<file path="src/rtl/mips_mc_ctrl_pkg.sv">
// Shared types and constants for the multi-cycle MIPS sequencer.
// Optional perf counters are enabled by defining MC_CTRL_PERF_EN.
package mc_ctrl_pkg;

    typedef enum logic [2:0] {
        S_FETCH,
        S_DECODE,
        S_EXEC,
        S_ADDR,
        S_MEM,
        S_WB,
        S_HALT
    } state_t;

    localparam logic WB_ALU   = 1'b0;
    localparam logic WB_MEM   = 1'b1;
    localparam logic ADDR_PC  = 1'b0;
    localparam logic ADDR_REG = 1'b1;

    localparam int LAT_ALU   = 3;
    localparam int LAT_STORE = 4;
    localparam int LAT_LOAD  = 5;

    typedef struct packed {
        logic writeenable;
        logic word_we;
        logic byte_we;
        logic byte_load;
        logic addm;
    } dec_t;

    function automatic logic is_store(dec_t d);
        return d.word_we | d.byte_we;
    endfunction

endpackage

</file>
<file path="src/rtl/mips_mc_ctrl_if.sv">
// Shared memory port between the sequencer and memory.
// Request fields hold steady from raise until the mem_ready cycle.
interface mips_mc_ctrl_if;

    logic mem_req;
    logic mem_wr;
    logic mem_byte;
    logic mem_addr_sel;
    logic mem_ready;

    modport master (
        output mem_req,
        output mem_wr,
        output mem_byte,
        output mem_addr_sel,
        input  mem_ready
    );

    modport slave (
        input  mem_req,
        input  mem_wr,
        input  mem_byte,
        input  mem_addr_sel,
        output mem_ready
    );

endinterface

</file>
<file path="src/rtl/mc_wait_watchdog.sv">
// Counts consecutive unanswered request cycles; flags timeout on the
// cycle the count would reach MEM_WAIT_MAX. MEM_WAIT_MAX = 0 disables it.
module mc_wait_watchdog #(
    parameter int MEM_WAIT_MAX = 255
) (
    input  logic clk,
    input  logic reset,
    input  logic mem_req,
    input  logic mem_ready,
    output logic timeout
);

    localparam int W = (MEM_WAIT_MAX > 2) ? $clog2(MEM_WAIT_MAX) : 1;

    logic [W-1:0] cnt;
    logic         waiting;

    assign waiting = mem_req & ~mem_ready;

    always_ff @(posedge clk) begin
        if (reset) begin
            cnt <= '0;
        end else if (waiting) begin
            cnt <= cnt + 1'b1;
        end else begin
            cnt <= '0;
        end
    end

    if (MEM_WAIT_MAX == 0) begin : g_off
        assign timeout = 1'b0;
    end else begin : g_on
        assign timeout = waiting & (cnt == W'(MEM_WAIT_MAX - 1));
    end

endmodule

</file>
<file path="src/rtl/mips_mc_ctrl.sv">
// Multi-cycle sequencer: one shared memory port, wait-state tolerant.
// Define MC_CTRL_PERF_EN to add cycle_cnt / instr_cnt counters.
module mips_mc_ctrl
    import mc_ctrl_pkg::*;
#(
    parameter int MEM_WAIT_MAX = 255,
    parameter int CNT_W        = 32
) (
    input  logic clk,
    input  logic reset,
    input  logic except,
    input  logic writeenable,
    input  logic mem_read,
    input  logic word_we,
    input  logic byte_we,
    input  logic byte_load,
    input  logic addm,
    mips_mc_ctrl_if.master mem,
    output logic ir_we,
    output logic addr_we,
    output logic mdr_we,
    output logic reg_we,
    output logic wb_sel,
    output logic alu_b_mdr,
    output logic pc_we,
    output logic retire,
    output logic halted,
    output logic bus_err
`ifdef MC_CTRL_PERF_EN
    ,
    output logic [CNT_W-1:0] cycle_cnt,
    output logic [CNT_W-1:0] instr_cnt
`endif
);

    state_t state, state_n;
    dec_t   dec_in, dec_q;
    logic   req_raw;
    logic   timeout;
    logic   bus_err_q;

    assign dec_in = '{
        writeenable: writeenable,
        word_we:     word_we,
        byte_we:     byte_we,
        byte_load:   byte_load,
        addm:        addm
    };

    // Request depends on state only, so the watchdog sees no comb loop.
    assign req_raw = ~reset & (state == S_FETCH || state == S_MEM);

    mc_wait_watchdog #(
        .MEM_WAIT_MAX (MEM_WAIT_MAX)
    ) u_wdog (
        .clk       (clk),
        .reset     (reset),
        .mem_req   (req_raw),
        .mem_ready (mem.mem_ready),
        .timeout   (timeout)
    );

    always_ff @(posedge clk) begin
        if (reset) begin
            state     <= S_FETCH;
            dec_q     <= '0;
            bus_err_q <= 1'b0;
        end else begin
            state     <= state_n;
            bus_err_q <= bus_err_q | timeout;
            if (state == S_DECODE) begin
                dec_q <= dec_in;
            end
        end
    end

    always_comb begin
        state_n          = state;
        mem.mem_req      = 1'b0;
        mem.mem_wr       = 1'b0;
        mem.mem_byte     = 1'b0;
        mem.mem_addr_sel = ADDR_PC;
        ir_we            = 1'b0;
        addr_we          = 1'b0;
        mdr_we           = 1'b0;
        reg_we           = 1'b0;
        wb_sel           = WB_ALU;
        alu_b_mdr        = 1'b0;
        pc_we            = 1'b0;
        retire           = 1'b0;
        unique case (state)
            S_FETCH: begin
                mem.mem_req = 1'b1;
                if (mem.mem_ready) begin
                    ir_we   = 1'b1;
                    state_n = S_DECODE;
                end else if (timeout) begin
                    state_n = S_HALT;
                end
            end
            S_DECODE: begin
                if (except) begin
                    state_n = S_HALT;
                end else if (mem_read | word_we | byte_we) begin
                    state_n = S_ADDR;
                end else begin
                    state_n = S_EXEC;
                end
            end
            S_EXEC: begin
                pc_we   = 1'b1;
                reg_we  = dec_q.writeenable;
                retire  = 1'b1;
                state_n = S_FETCH;
            end
            S_ADDR: begin
                addr_we = 1'b1;
                state_n = S_MEM;
            end
            S_MEM: begin
                mem.mem_req      = 1'b1;
                mem.mem_addr_sel = ADDR_REG;
                mem.mem_wr       = is_store(dec_q);
                mem.mem_byte     = dec_q.byte_we | dec_q.byte_load;
                if (mem.mem_ready) begin
                    if (is_store(dec_q)) begin
                        pc_we   = 1'b1;
                        retire  = 1'b1;
                        state_n = S_FETCH;
                    end else begin
                        mdr_we  = 1'b1;
                        state_n = S_WB;
                    end
                end else if (timeout) begin
                    state_n = S_HALT;
                end
            end
            S_WB: begin
                reg_we    = 1'b1;
                pc_we     = 1'b1;
                retire    = 1'b1;
                alu_b_mdr = dec_q.addm;
                wb_sel    = dec_q.addm ? WB_ALU : WB_MEM;
                state_n   = S_FETCH;
            end
            S_HALT: begin
                state_n = S_HALT;
            end
            default: begin
                state_n = S_HALT;
            end
        endcase
        // Reset silences everything, including a request in flight.
        if (reset) begin
            mem.mem_req      = 1'b0;
            mem.mem_wr       = 1'b0;
            mem.mem_byte     = 1'b0;
            mem.mem_addr_sel = ADDR_PC;
            ir_we            = 1'b0;
            addr_we          = 1'b0;
            mdr_we           = 1'b0;
            reg_we           = 1'b0;
            wb_sel           = WB_ALU;
            alu_b_mdr        = 1'b0;
            pc_we            = 1'b0;
            retire           = 1'b0;
        end
    end

    assign halted  = ~reset & (state == S_HALT);
    assign bus_err = ~reset & bus_err_q;

`ifdef MC_CTRL_PERF_EN
    logic [CNT_W-1:0] cyc_q, ins_q;

    always_ff @(posedge clk) begin
        if (reset) begin
            cyc_q <= '0;
            ins_q <= '0;
        end else begin
            cyc_q <= cyc_q + 1'b1;
            if (retire) begin
                ins_q <= ins_q + 1'b1;
            end
        end
    end

    assign cycle_cnt = reset ? '0 : cyc_q;
    assign instr_cnt = reset ? '0 : ins_q;
`endif

endmodule

</file>
<file path="src/flat_wrapper.sv">
// flat-port wrapper written by rule: the top's interface ports become plain ports
module mips_mc_ctrl_flat import mc_ctrl_pkg::*;
#(
    parameter int MEM_WAIT_MAX = 255,
    parameter int CNT_W        = 32
)
  (clk, reset, except, writeenable, mem_read, word_we, byte_we, byte_load, addm, ir_we, addr_we, mdr_we, reg_we, wb_sel, alu_b_mdr, pc_we, retire, halted, bus_err, mem_mem_req, mem_mem_wr, mem_mem_byte, mem_mem_addr_sel, mem_mem_ready);
  mips_mc_ctrl_if mem_i ();
  input  logic clk;
  input  logic reset;
  input  logic except;
  input  logic writeenable;
  input  logic mem_read;
  input  logic word_we;
  input  logic byte_we;
  input  logic byte_load;
  input  logic addm;
  output logic ir_we;
  output logic addr_we;
  output logic mdr_we;
  output logic reg_we;
  output logic wb_sel;
  output logic alu_b_mdr;
  output logic pc_we;
  output logic retire;
  output logic halted;
  output logic bus_err;
  output wire logic [$bits(mem_i.mem_req)-1:0] mem_mem_req;
  output wire logic [$bits(mem_i.mem_wr)-1:0] mem_mem_wr;
  output wire logic [$bits(mem_i.mem_byte)-1:0] mem_mem_byte;
  output wire logic [$bits(mem_i.mem_addr_sel)-1:0] mem_mem_addr_sel;
  input wire logic [$bits(mem_i.mem_ready)-1:0] mem_mem_ready;
  assign mem_mem_req = mem_i.mem_req;
  assign mem_mem_wr = mem_i.mem_wr;
  assign mem_mem_byte = mem_i.mem_byte;
  assign mem_mem_addr_sel = mem_i.mem_addr_sel;
  assign mem_i.mem_ready = mem_mem_ready;
  mips_mc_ctrl #(.MEM_WAIT_MAX(MEM_WAIT_MAX), .CNT_W(CNT_W)) u_core (.clk(clk), .reset(reset), .except(except), .writeenable(writeenable), .mem_read(mem_read), .word_we(word_we), .byte_we(byte_we), .byte_load(byte_load), .addm(addm), .mem(mem_i), .ir_we(ir_we), .addr_we(addr_we), .mdr_we(mdr_we), .reg_we(reg_we), .wb_sel(wb_sel), .alu_b_mdr(alu_b_mdr), .pc_we(pc_we), .retire(retire), .halted(halted), .bus_err(bus_err));
endmodule
</file>
<file path="config.mk">
export PLATFORM = sky130hd
export DESIGN_NAME = mips_mc_ctrl_flat
export DESIGN_NICKNAME = d
export VERILOG_FILES = /design/src/rtl/mips_mc_ctrl_pkg.sv /design/src/rtl/mips_mc_ctrl_if.sv /design/src/rtl/mc_wait_watchdog.sv /design/src/rtl/mips_mc_ctrl.sv /design/src/flat_wrapper.sv
export SDC_FILE = /design/constraint.sdc
export NUM_CORES = 1
export LEC_CHECK = 0
export BUFFER_PORTS_ARGS = -buffer_cell sky130_fd_sc_hd__buf_2
export CAP_MARGIN = 20
export CORE_MARGIN = 5
export CORE_UTILIZATION = 54
export CTS_CLUSTER_SIZE = 20
export DETAILED_ROUTE_END_ITERATION = 8
export PLACE_DENSITY = 0.94
export SLEW_MARGIN = 10
export SYNTH_ARGS = -nofsm -noshare
export SYNTH_HDL_FRONTEND = slang
export SYNTH_SLANG_ARGS = --single-unit
</file>
<file path="constraint.sdc">
create_clock -name clk -period 3.6 [get_ports clk]
set_input_delay 0 -clock clk [delete_from_list [all_inputs] [get_ports clk]]
set_output_delay 0 -clock clk [all_outputs]
set_load 0.01 [all_outputs]
</file>
==> run_results.csv <==
group,metric,value,unit
outcome,outcome,"complete, no violations",
setup_path,critical_path_buf_inv_count,2,
layout,area_delta_synth_final,18.48,%
setup_path,reg2reg_to,"u_core.dec_q[2]",
global_route,grt_pass1_wl,3.456,mm
power,p_leak,0.4410,nW
power,powerDensity,362.9,nW/um^2
placement,dp_hpwl,1.492,mm
sta,setup_viol_count_final,0,
setup_path,timing.critical_path.from,"u_core.state[2]",
yosys,synth.most_common_cell,"dfxtp_1",
power,peakVddDrop,225.2,uV
setup_path,crit_type,"register to output port",
setup_path,rrSetupSlack,2090,ps
setup_path,critPathMaxFanout,9,
detailed_routing,via_per_inst,5.910,
yosys,synthCells,105,
detailed_routing,dr.pass1.iters,4,
placement,portBuffers,23,
detailed_routing,routedWlPerCell,14.54,um
sta,max-slew-margin-rel,67.17,%
setup_path,r2r-start,"u_core.state[0]",
cts,cts_sinks,17,
yosys,synth_top_area_share,37.52,%
yosys,yosys_warnings,0,
cts,cts_buffers,3,
yosys,ys_ff_latch,17,
global_route,grt_pass1_vias,799,
setup_path,endpoint,"mem_mem_wr",
global_route,grt_max_degree,18,
layout,drive_gt1_share,26.36,%
setup_path,arrival,1690,ps
layout,insertedDiodeCount,0,
floorplanning,die-area,2599,um^2
yosys,synth_ff_type,"dfxtp_1",
yosys,synth_edf_count,0,
global_route,antenna_found_initial,0,
sta,fin_crit_sh,46.98,%
yosys,syn_area,907.1,um^2
floorplanning,core,1541,um^2
cts,clock_latency,290,ps
cts,tritoncts,"built",
hold_path,hold_path_class,"primary input to register",
sta,finalHoldViolCount,0,
layout,n_fill_cell,137,
yosys,ys_seq_area_share,37.52,%
yosys,yosys.area.top_type,"dfxtp_1",
flow_run,cap_violations,0,
cts,cts_resized,0,
yosys,async_flop_share,0,%
detailed_routing,wl,2.108,mm
global_route,overflow,0,
detailed_routing,drtIter0Drc,13,
detailed_routing,vias,857,
yosys,synth_area_leaders,"dfxtp_1 (38%), nor2_1 (6.2%), mux2i_1 (5.5%)",
cts,htreeDepth,1,
global_route,track_usage,17.27,%
sta,fmax,591.3,MHz
floorplanning,io_pins,24,
yosys,synth.avg_cell_area,8.639,um^2
setup_path,crit_chain,"inv_2 > nor4_2 > nor2b_1 > buf_2",
sta,rsz0062_at_grt,"no",
layout,fin_nets,142,
floorplanning,die_w,50.99,um
cts,path_clk_slew,90,ps
cts,cts-root-buf,"clkbuf_4",
sta,min_period,1691,ps
setup_path,critPathMaxStageDelay,520,ps
detailed_routing,drc,0,
placement,globalplace.congestion,0.8020,
sta,worst_slew_pin_slew,491.7,ps
setup_path,crit_cells,4,
detailed_routing,ant_nets,0,
floorplanning,rows,14,
yosys,syn-num-nets,117,
cts,hold_buffers,4,
setup_path,critPathTopFamily,"simple AND/OR/NAND/NOR gates",
yosys,yosys-top-cells-count,"dfxtp_1 (17), nor2_1 (15), nor2b_1 (6)",
yosys,synth_cell_types,38,
sta,tns,0,ps
placement,dpl_cell_area,1008,um^2
setup_path,crit_slowest_cell,"dfxtp_1",
sta,slew_violations,0,
floorplanning,initial_core_util,58.85,%
setup_path,required,3600,ps
cts,clock_path_buffers,2,
setup_path,rr_worst_depth,3,
setup_path,endpoint_kind,"output port",
floorplanning,die_y,50.99,um
cts,post_cts_buffers,0,
setup_path,setup.worst_path.start_class,"register",
sta,finClkSkew,1.084,ps
layout,final_cell_area,1075,um^2
[final cells by class]
cell class | count | area [um^2] | area share (%)
clock buffers | 4 | 26.28 | 2.445
inverters | 4 | 15.01 | 1.397
multi-input cells | 77 | 518.0 | 48.20
flip-flops and latches | 17 | 340.3 | 31.66
well taps | 16 | 20.02 | 1.863
repair buffers | 27 | 155.1 | 14.44
[routing by layer]
layer  global-route usage, %  vias to the layer above  part of all wire, %
li1                        -                      418                    -
met1                   18.86                      412                   39
met2                   30.37                       22                   54
met3                   4.070                        5                  5.5
met4                   9.362                        0                  1.6
met5                       0                        -                    0
[how the worst min path moves through the flow]
| stage | from | end | slack (ps) | cells past startpoint |
|---|---|---|---|---|
| 6_report | byte_we | u_core.dec_q[2] | 10 | 3 |
| 5_1_grt | byte_we | u_core.dec_q[2] | 4 | 3 |
| 4_1_cts | byte_we | u_core.dec_q[2] | 3 | 3 |
| 3_5_place_dp | addm | u_core.dec_q[0] | 240 | 3 |
| 3_3_place_gp | byte_load | u_core.dec_q[1] | 230 | 3 |
| 2_1_floorplan | writeenable | u_core.dec_q[4] | 150 | 2 |
[logic make-up after synthesis]
kind of cell / share of synthesized area [%]
AO/OA/AOI/OAI: 11.31
AND/OR/NAND/NOR: 34.62
buffers and inverters: 5.379
XOR/XNOR: 2.897
adder cells (fa/ha/maj): 2.758
multiplexers: 5.517
flip-flops: 37.52
[state kept, by name (all words and copies together), names as in the netlist]
name / flops
u_core.bus_err_q: 1
u_core.dec_q: 5
u_core.state: 3
u_core.u_wdog.cnt: 8
[tightest hold or removal path, delay by kind of cell]
kind | cells | cell delay [ps]
buffers and inverters | 1 | 100
multiplexers | 1 | 70
AND/OR/NAND/NOR | 1 | 100
[stage by stage]
stage	setup slack (ps)	hold WS [ps]	utilization, %	total power, mW	std cells
4_1_cts	1913	3.350	69.72	0.3922	145
6_report	1909	13.72	69.72	0.3900	145
3_3_place_gp	2221	232.4	65.42	0.2850	137
2_1_floorplan	2380	147.2	-	0.2708	105
3_5_place_dp	2129	241.6	65.42	0.2889	137
5_1_grt	1797	4.165	69.72	0.4139	145
[power by group]
part	internal [mW]	leakage [nW]	switching, mW	total (mW)
Clock	0.0431	0.0150	0.0580	0.101
Combinational	0.0349	0.288	0.0368	0.0717
Sequential	0.198	0.138	0.0195	0.217
[cells in the final DEF (no fill, tap or decap), types with 2 or more instances in the layout]
| cell | netlist | final |
|---|---|---|
| buf_2 | 3 | 23 |
| dfxtp_1 | 17 | 17 |
| nor2_1 | 15 | 15 |
| nor2b_1 | 6 | 6 |
| mux2i_1 | 5 | 5 |
| a21oi_1 | 4 | 4 |
| and3_1 | 4 | 4 |
| or3_1 | 4 | 4 |
| dlygate4sd3_1 | 0 | 4 |
| inv_1 | 3 | 3 |
| o21ai_0 | 3 | 3 |
| nand2_1 | 3 | 3 |
| nand3_1 | 3 | 3 |
| clkbuf_4 | 0 | 3 |
| nor4b_1 | 2 | 2 |
| o21a_1 | 2 | 2 |
| nand2b_1 | 2 | 2 |
| nor3_1 | 2 | 2 |
| a31oi_1 | 2 | 2 |
| xor2_1 | 2 | 2 |
| ha_1 | 2 | 2 |
(Power assumes the default switching activity.)
